`config.mk`:
```
export PLATFORM = sky130hd
export DESIGN_NAME = segment_tracker
export DESIGN_NICKNAME = d
export VERILOG_FILES = /design/src/rtl/segment_tracker.sv
export SDC_FILE = /design/constraint.sdc
export NUM_CORES = 1
export LEC_CHECK = 0
export BUFFER_PORTS_ARGS = -buffer_cell sky130_fd_sc_hd__buf_2
export CELL_PAD_IN_SITES_DETAIL_PLACEMENT = 1
export CELL_PAD_IN_SITES_GLOBAL_PLACEMENT = 1
export CORE_AREA = 2 2 108 110
export CTS_CLUSTER_SIZE = 30
export DETAILED_ROUTE_END_ITERATION = 6
export DIE_AREA = 0 0 110 112
export PLACE_DENSITY_LB_ADDON = 0.1
export SYNTH_ARGS = -nofsm -noshare
export SYNTH_HDL_FRONTEND = slang
export SYNTH_SLANG_ARGS = --single-unit
```
`constraint.sdc`:
```
create_clock -name clk -period 1.9 [get_ports clk]
set_clock_uncertainty 0.05 [all_clocks]
set_input_delay 0.285 -clock clk [delete_from_list [all_inputs] [get_ports clk]]
set_output_delay 0.285 -clock clk [all_outputs]
set_load 0.005 [all_outputs]
```
`src/rtl/segment_tracker.sv`:
```
// Segment header/payload tracker: decodes 32-bit headers from a word stream and forwards
// payload words with a byte mask, an end-of-segment flag and start/done pulses.
module segment_tracker #(
    parameter int DATA_W = 32,
    parameter int LEN_W  = 16
) (
    input  logic                clk,
    input  logic                rst_n,
    input  logic [DATA_W-1:0]   din,
    input  logic                din_valid,
    output logic                din_ready,
    output logic [DATA_W-1:0]   dout,
    output logic                dout_valid,
    input  logic                dout_ready,
    output logic [DATA_W/8-1:0] dout_bmask,
    output logic                dout_seg_end,
    output logic                seg_start,
    output logic                seg_done,
    output logic [3:0]          htype,
    output logic [3:0]          sel_nibble,
    output logic                flag_last,
    output logic                flag_eoi,
    output logic                flag_eot,
    output logic [LEN_W-1:0]    seg_len,
    output logic                hdr_error,
    input  logic                err_clear
);

    localparam int BPW = DATA_W / 8;
    localparam logic [LEN_W-1:0] BPW_LEN = LEN_W'(BPW);

    typedef enum logic [1:0] {
        S_HDR  = 2'd0,
        S_DATA = 2'd1,
        S_ERR  = 2'd2
    } state_t;

    state_t state;
    state_t state_next;

    logic [LEN_W-1:0] rem;
    logic [LEN_W-1:0] hdr_len;
    logic             hdr_ok;
    logic             last_word;
    logic [BPW-1:0]   tail_mask;
    logic             ready_raw;
    logic             hdr_take;
    logic             bad_take;
    logic             data_take;
    logic             err_ack;

    assign hdr_ok    = din[16] && (din[19:17] == 3'b000);
    assign hdr_len   = LEN_W'(din[15:0]);
    assign last_word = (rem <= BPW_LEN);
    // A short final word keeps its leading bytes, which live at the top of the word.
    assign tail_mask = ~({BPW{1'b1}} >> rem);
    assign din_ready = rst_n & ready_raw;

    always_ff @(posedge clk or negedge rst_n) begin
        if (!rst_n) begin
            state <= S_HDR;
        end else begin
            state <= state_next;
        end
    end

    always_comb begin
        state_next = state;
        ready_raw  = 1'b0;
        hdr_take   = 1'b0;
        bad_take   = 1'b0;
        data_take  = 1'b0;
        err_ack    = 1'b0;
        case (state)
            S_HDR: begin
                ready_raw = 1'b1;
                if (din_valid) begin
                    if (hdr_ok) begin
                        hdr_take = 1'b1;
                        if (hdr_len != '0) begin
                            state_next = S_DATA;
                        end
                    end else begin
                        bad_take   = 1'b1;
                        state_next = S_ERR;
                    end
                end
            end
            S_DATA: begin
                ready_raw = !dout_valid || dout_ready;
                if (din_valid && ready_raw) begin
                    data_take = 1'b1;
                    if (last_word) begin
                        state_next = S_HDR;
                    end
                end
            end
            S_ERR: begin
                if (err_clear) begin
                    err_ack    = 1'b1;
                    state_next = S_HDR;
                end
            end
            default: begin
                state_next = S_HDR;
            end
        endcase
    end

    // Header fields stay latched until the next valid header; a bad header leaves them alone.
    always_ff @(posedge clk or negedge rst_n) begin
        if (!rst_n) begin
            htype      <= 4'h0;
            sel_nibble <= 4'h0;
            flag_last  <= 1'b0;
            flag_eoi   <= 1'b0;
            flag_eot   <= 1'b0;
            seg_len    <= '0;
            hdr_error  <= 1'b0;
        end else begin
            if (hdr_take) begin
                htype      <= din[31:28];
                sel_nibble <= din[23:20];
                flag_last  <= din[24];
                flag_eoi   <= din[25];
                flag_eot   <= din[26];
                seg_len    <= hdr_len;
            end
            if (bad_take) begin
                hdr_error <= 1'b1;
            end else if (err_ack) begin
                hdr_error <= 1'b0;
            end
        end
    end

    always_ff @(posedge clk or negedge rst_n) begin
        if (!rst_n) begin
            rem <= '0;
        end else if (hdr_take) begin
            rem <= hdr_len;
        end else if (data_take) begin
            rem <= last_word ? '0 : (rem - BPW_LEN);
        end
    end

    // One-entry output register; it keeps draining even while the FSM waits on headers.
    always_ff @(posedge clk or negedge rst_n) begin
        if (!rst_n) begin
            dout         <= '0;
            dout_valid   <= 1'b0;
            dout_bmask   <= '0;
            dout_seg_end <= 1'b0;
        end else if (data_take) begin
            dout         <= din;
            dout_valid   <= 1'b1;
            dout_bmask   <= (rem >= BPW_LEN) ? {BPW{1'b1}} : tail_mask;
            dout_seg_end <= last_word;
        end else if (dout_ready) begin
            dout_valid <= 1'b0;
        end
    end

    always_ff @(posedge clk or negedge rst_n) begin
        if (!rst_n) begin
            seg_start <= 1'b0;
            seg_done  <= 1'b0;
        end else begin
            seg_start <= hdr_take;
            seg_done  <= (hdr_take && (hdr_len == '0)) || (data_take && last_word);
        end
    end

endmodule
```
Yosys cells after proc, flatten, opt, wreduce, memory -nomap -nowiden
Index checks and enable logic that the tools add are counted.
Widths: inputs -> output; s select.
{"block": "op_classes", "n_eq_ne": 7, "n_addsub": 1, "reduce_logical": 15, "mul": 0, "shift": 1, "div_mod_pow": 0, "magnitude_cmp": 2, "n_bitwise": 2, "n_mux": 26}
{"op": "$mux 16", "count": 3}
{"op": "$ge 16x3->1 const B", "count": 1}
{"op": "$le 16x3->1 const B", "count": 1}
{"op": "$logic_not 16->1", "count": 1}
{"op": "$reduce_bool 16->1", "count": 1}
{"op": "$shr 4x16->4 const A", "count": 1}
{"op": "$sub 16x3->16 const B", "count": 1}
{"op": "$mux 1", "count": 14}
{"op": "$mux 2", "count": 6}
{"op": "$ne 2x2->1 const B", "count": 4}
{"op": "$pmux 2 s3", "count": 1}
{"op": "$reduce_bool 2->1", "count": 3}
{"op": "$reduce_and 5->1", "count": 1}
{"op": "$logic_and 1x1->1", "count": 4}
{"op": "$mux 4", "count": 1}
{"op": "$not 4->4", "count": 1}
{"op": "$logic_not 3->1", "count": 1}
{"op": "$ne 3x3->1 const B", "count": 1}
{"op": "$eq 2x1->1 const B", "count": 1}
{"op": "$eq 2x2->1 const B", "count": 1}
{"op": "$logic_not 2->1", "count": 1}
{"op": "$logic_or 1x1->1", "count": 2}
{"op": "$pmux 1 s2", "count": 1}
{"op": "$and 1x1->1", "count": 1}
{"op": "$logic_not 1->1", "count": 1}
{"block": "word_totals", "out_inout_bits": 69, "rom_bits": 0, "mem_count": 0, "elab_cells": 69, "latchBits": 0, "register_bits": 86, "ram_bits": 0, "inputBits": 37}

Depth between registers and ports, before layout
{"block": "depth", "word_depth": 7, "ltp_mapped": 7, "mapped_depth_nobuf": 6}

Worst setup path after synthesis
Ideal clock, no wire load.
{"block": "synth_timing", "path_type": "register to register", "from": "register rem[3]", "to": "register rem[13]", "stages_incl_launch_ff": 7, "required_time_ns": 1.724, "setup_time_ns": 0.126, "period_less_slack_ns": 2.036, "n_path_buf": 0, "setup_slack_ns": -0.136, "arrival_ns": 1.860, "path_cell_list": "dfrtp_1 inv_1 ha_1 or3b_1 a2111oi_4 nor4_1 o32a_1"}
{"block": "synth_via", "elab_chain_len": 4, "elab_cells_between_ends": 5, "classes_between": "add/sub (1); order compare (1); mux (3)"}
{"item": "start: declaration", "line_no": "41", "text": "logic [LEN_W-1:0] rem;"}
{"item": "start signal: assignment", "line_no": "141", "text": "rem <= hdr_len;"}
{"item": "start signal: assignment", "line_no": "143", "text": "rem <= last_word ? '0 : (rem - BPW_LEN);"}
{"item": "$sub 16x3->16 or $le 16x3->1 (tied branches)", "line_no": "143, 54"}
{"item": "$mux 16 *", "line_no": "143"}
{"item": "$mux 16 *", "line_no": "142", "text": "end else if (data_take) begin"}
{"item": "$mux 16 *", "line_no": "140", "text": "end else if (hdr_take) begin"}
Every way passes the cells marked *; elsewhere a longest branch is shown, timed or not. The select of a mux whose other input is x is not followed.
A chain may end at the register's enable or synchronous reset.

Worst setup path in the final report
{"block": "layout_timing", "from": "register rem[2]", "to": "register rem[11]"}
Same word-level chain as after synthesis.

==> run summary <==
The total via count after detailed routing is about 3600. The leftover overflow at the end of global routing came out at 0. The synthesized-area fraction occupied by xor and xnor cells came out at 0.00235. The cell area after technology mapping came out at 0.00372 sq mm. For the finished layout, the period the worst path requires is between 2 and 2.5 ns. Counting every sink on the clock net gives 86. After detailed routing, the average wire length per cell comes to between 15 and 20 microns. Measured along the y axis, the die boundary spans 112 microns.

The largest driver fanout on the critical path is 4. The final count of pins violating max slew came out at 0. The headroom to the max-slew limit is 0.677. The via count of the first global-routing pass was approximately 3900. The capturing element type of the critical path is a register. The path with the worst hold slack has its endpoint at dout[27]$_DFFE_PN0P_. The class of the worst hold path is in -> reg. The startpoint identified for the worst register-to-register timing path is rem[2]$_DFFE_PN0P_. TritonCTS built the clock tree. Summing all non-filler instances in the final layout gives an area of 0.00539 sq mm.

In the routed design, unresolved DRC markers number 0. The floorplan die width came out at 110 microns. The final hold slack came out at 0.0820 ns. No sink is reached through more buffers than the 2 on the longest clock path. The final reports fail on negative setup slack. The slack of the worst reg-to-reg path is -0.20 ns. The critical path required time is roughly 2.1 ns. The region available for standard cell placement spans between 0.01 and 0.015 sq mm. The proportion of register bits with asynchronous set or reset after synthesis is 1.00. The detailed-route vias per instance is between 4 and 5. The count of TritonRoute iterations in the first routing pass came out at 4. In this run the most critical hold path is launched from din[27]. The total cell area at the placement stage is a little under 0.005 sq mm. The TritonCTS buffer count came out at 9. The peak supply drop came out at between 0.5 and 0.6 mV. The number of antenna violations at the first check in global routing came out at 0. The share of cell area taken by muxes after synthesis is 0. The synthesized design contains 86 register bits. The utilization of the core after routing came out at 0.482. The estimated wirelength of the detail-placed design is between 8 and 9 mm.

For this run, the number of Yosys warnings is 0. The CTS root buffer is sky130_fd_sc_hd__clkbuf_16. The leakage dissipation is around 0.0028 uW. The sequential element share of the synthesized area came out at 0.578.

The transition time at the pin with the least slew margin came out at approximately 0.48 ns. Adding up every negative setup slack in the final design gives -1.19 ns. The least setup slack across all paths after layout came out at -0.196 ns. The count of unique library cells instantiated by Yosys came out at between 40 and 50.

Setup violations remaining at the end of the flow were counted as 17. The worst setup path is of the reg -> reg kind. The number of antenna repair diodes is 0. The footprint of the multi-input gates is 0.00168 sq mm. The boundary pin count came out at roughly 110. The share of post-route cells with drive strength above 1 is 0.383. The number of synthesized flops with an enable pin is 0. The most used flip-flop cell after synthesis is sky130_fd_sc_hd__dfrtp_1. The number of max-cap violations came out at 0. During placement, the flow inserted port buffers numbering ~110. The initial core utilization came out at 0.333. Setup repair after global routing could not meet its margin everywhere. The row count is 39.

The total global routing track utilization came out at 0.218. Entering global routing, the biggest net connects 87 pins. The count of final hold-check violations came out at 0. The dominant combinational cell family by area after synthesis is simple AND/OR/NAND/NOR gates. The synthesized-area fraction occupied by adder cells is 0.00672. The nature of the critical path startpoint is a register. The floorplan step defined a die boundary enclosing 0.0123 sq mm.

Clock latency on the worst-skew pair, taken at its later pin, is ~0.34 ns. The run finished, with violations left. In this run the critical register-to-register path is captured at rem[11]$_DFFE_PN0P_.

The mean cell area of the mapped netlist is 9.00 sq um. The detailed router finished its first iteration with 150 violations. The number of nets in the synthesized netlist is about 450. The global-route wire length before repair came out at 20.4 mm. The signal arrival time at the worst endpoint came out at ~2.3 ns. Of the total synthesized cell area, the portion taken by AND, OR, NAND and NOR gates is 0.300. The routed wire length is around 13 mm. The register cell area after layout is 0.00216 sq mm. The layout-stage area growth over the synthesis result came out at 44.7%. The worst slack at placement came out at -0.240 ns. The peak clock frequency supported by timing came out at around 480 MHz. The filler cells instantiated in the layout total roughly 1300.

Routability-driven placement finished with a final weighted congestion of roughly 0.88. The final antenna-violating net count came out at 0. The number of cells on the worst reg-to-reg path came out at 4. Dividing total power by cell area gives a power density of 1310 mW/mm^2.

The number of instances in the synthesized netlist is roughly 410. The H-tree was split into 3 levels. The clock-pin slew of the registers on the worst-case setup and hold paths came out at about 0.060 ns. The part of the cycle the worst path needs came out at 1.10. The total number of nets in the final design is around 600. The share of the synthesized area in compound gates (AO/OA/AOI/OAI) is 0.0890.

The worst hold path was traced through 3 stages.
## cells in the mapped netlist, types with 2 or more instances
cell type / n / share of area
sky130_fd_sc_hd__o211ai_1: 2 / 0.0040
sky130_fd_sc_hd__nand2_1: 184 / 0.19
sky130_fd_sc_hd__dfrtp_1: 86 / 0.58
sky130_fd_sc_hd__o31ai_1: 4 / 0.0081
sky130_fd_sc_hd__buf_1: 4 / 0.0040
sky130_fd_sc_hd__o21ai_0: 7 / 0.0094
sky130_fd_sc_hd__a21oi_1: 11 / 0.015
sky130_fd_sc_hd__buf_2: 2 / 0.0027
sky130_fd_sc_hd__nand3_1: 6 / 0.0081
sky130_fd_sc_hd__nor3b_1: 2 / 0.0040
sky130_fd_sc_hd__a22o_1: 2 / 0.0047
sky130_fd_sc_hd__or3_1: 3 / 0.0050
sky130_fd_sc_hd__ha_1: 2 / 0.0067
sky130_fd_sc_hd__nor4_1: 8 / 0.013
sky130_fd_sc_hd__nor2_1: 20 / 0.020
sky130_fd_sc_hd__a21o_1: 3 / 0.0060
sky130_fd_sc_hd__clkbuf_1: 11 / 0.011
sky130_fd_sc_hd__a31oi_1: 9 / 0.015
sky130_fd_sc_hd__or4_1: 7 / 0.014
sky130_fd_sc_hd__nor2b_1: 2 / 0.0034
sky130_fd_sc_hd__nand4_1: 6 / 0.010
sky130_fd_sc_hd__nor3_1: 6 / 0.0081
sky130_fd_sc_hd__nand2b_1: 3 / 0.0050
sky130_fd_sc_hd__inv_1: 5 / 0.0050
## worst max-delay path by stage
stage	startpoint	to	slack, ns	cells after the start
floorplan	rem[3]$_DFFE_PN0P_	rem[11]$_DFFE_PN0P_	-0.04	4
global placement	rem[6]$_DFFE_PN0P_	dout_bmask[1]$_DFFE_PN0P_	-0.24	7
detailed placement	rem[6]$_DFFE_PN0P_	dout_bmask[3]$_DFFE_PN0P_	-0.24	7
CTS	rem[3]$_DFFE_PN0P_	rem[10]$_DFFE_PN0P_	-0.14	7
global route	rem[2]$_DFFE_PN0P_	rem[11]$_DFFE_PN0P_	-0.23	4
finish	rem[2]$_DFFE_PN0P_	rem[11]$_DFFE_PN0P_	-0.20	4
## repair_timing
item,4_1_cts,5_1_grt
endpoints found under the setup margin,19,21
resized for setup,20,21
pin swaps,10,5
hold buffers,1,0
setup buffers,8,3
endpoints found under the hold margin,72,0
## registers in the layout (all words and copies together) (netlist names)
signal / flops
seg_len: 16
hdr_error: 1
state: 2
htype: 4
dout_seg_end: 1
dout_valid: 1
dout_bmask: 4
flag_eoi: 1
seg_start: 1
seg_done: 1
flag_eot: 1
dout: 32
sel_nibble: 4
flag_last: 1
rem: 16
## critical path: stages (launching register included)
cell                      delay [ns]
sky130_fd_sc_hd__dfrtp_2        0.45
sky130_fd_sc_hd__or4b_4         0.53
sky130_fd_sc_hd__or3_4          0.37
sky130_fd_sc_hd__or4_1          0.43
sky130_fd_sc_hd__a31oi_1        0.20
## cell families after synthesis
| kind of cell | after synthesis |
|---|---|
| buf+inv | 23 |
| simple gates | 255 |
| flops | 86 |
| compound gates | 47 |
| fa+ha+maj | 2 |
| xor+xnor | 1 |
## power by group
| part | total (uW) | internal (uW) | switching [uW] |
|---|---|---|---|
| clock network | 1840 | 1090 | 753 |
| registers | 2910 | 2470 | 444 |
| logic | 2300 | 1160 | 1140 |
| total | 7050 | 4710 | 2340 |
## final cells by class
type | count | share of cell area
inverters | 6 | 0.00418
multi-input cells | 305 | 0.311
clock buffers | 11 | 0.0469
repair buffers | 170 | 0.195
well taps | 143 | 0.0332
clock inverters | 5 | 0.0104
flip-flops and latches | 86 | 0.400
## metal layers
layer | wire, microns | track usage | vias to the layer above
li1 | - | - | 1711
met1 | 5830 | 0.295 | 1782
met2 | 6130 | 0.336 | 96
met3 | 667 | 0.0626 | 17
met4 | 220 | 0.0717 | 0
met5 | 0 | 0 | -
## cell usage in the layout (no fill, tap or decap), types with 4 or more instances in the layout
cell type                   synthesis  layout
sky130_fd_sc_hd__nand2_1          184     184
sky130_fd_sc_hd__buf_6              0       5
sky130_fd_sc_hd__nor4_1             8       4
sky130_fd_sc_hd__buf_2              2     104
sky130_fd_sc_hd__clkbuf_16          0       9
sky130_fd_sc_hd__a31oi_1            9       8
sky130_fd_sc_hd__a21oi_1           11       8
sky130_fd_sc_hd__dfrtp_1           86      83
sky130_fd_sc_hd__nand4_1            6       6
sky130_fd_sc_hd__nor3_1             6       6
sky130_fd_sc_hd__buf_4              0      59
sky130_fd_sc_hd__nor2_1            20      19
sky130_fd_sc_hd__o21ai_0            7       6
sky130_fd_sc_hd__or4_4              0       4
## stage by stage
step / cells / power, uW
2_1_floorplan: 414 / 3690
3_3_place_gp: 699 / 4810
3_5_place_dp: 699 / 4910
4_1_cts: 724 / 7030
5_1_grt: 726 / 7530
6_report: 726 / 7050
No activity file was read; power rests on OpenSTA's default activity.
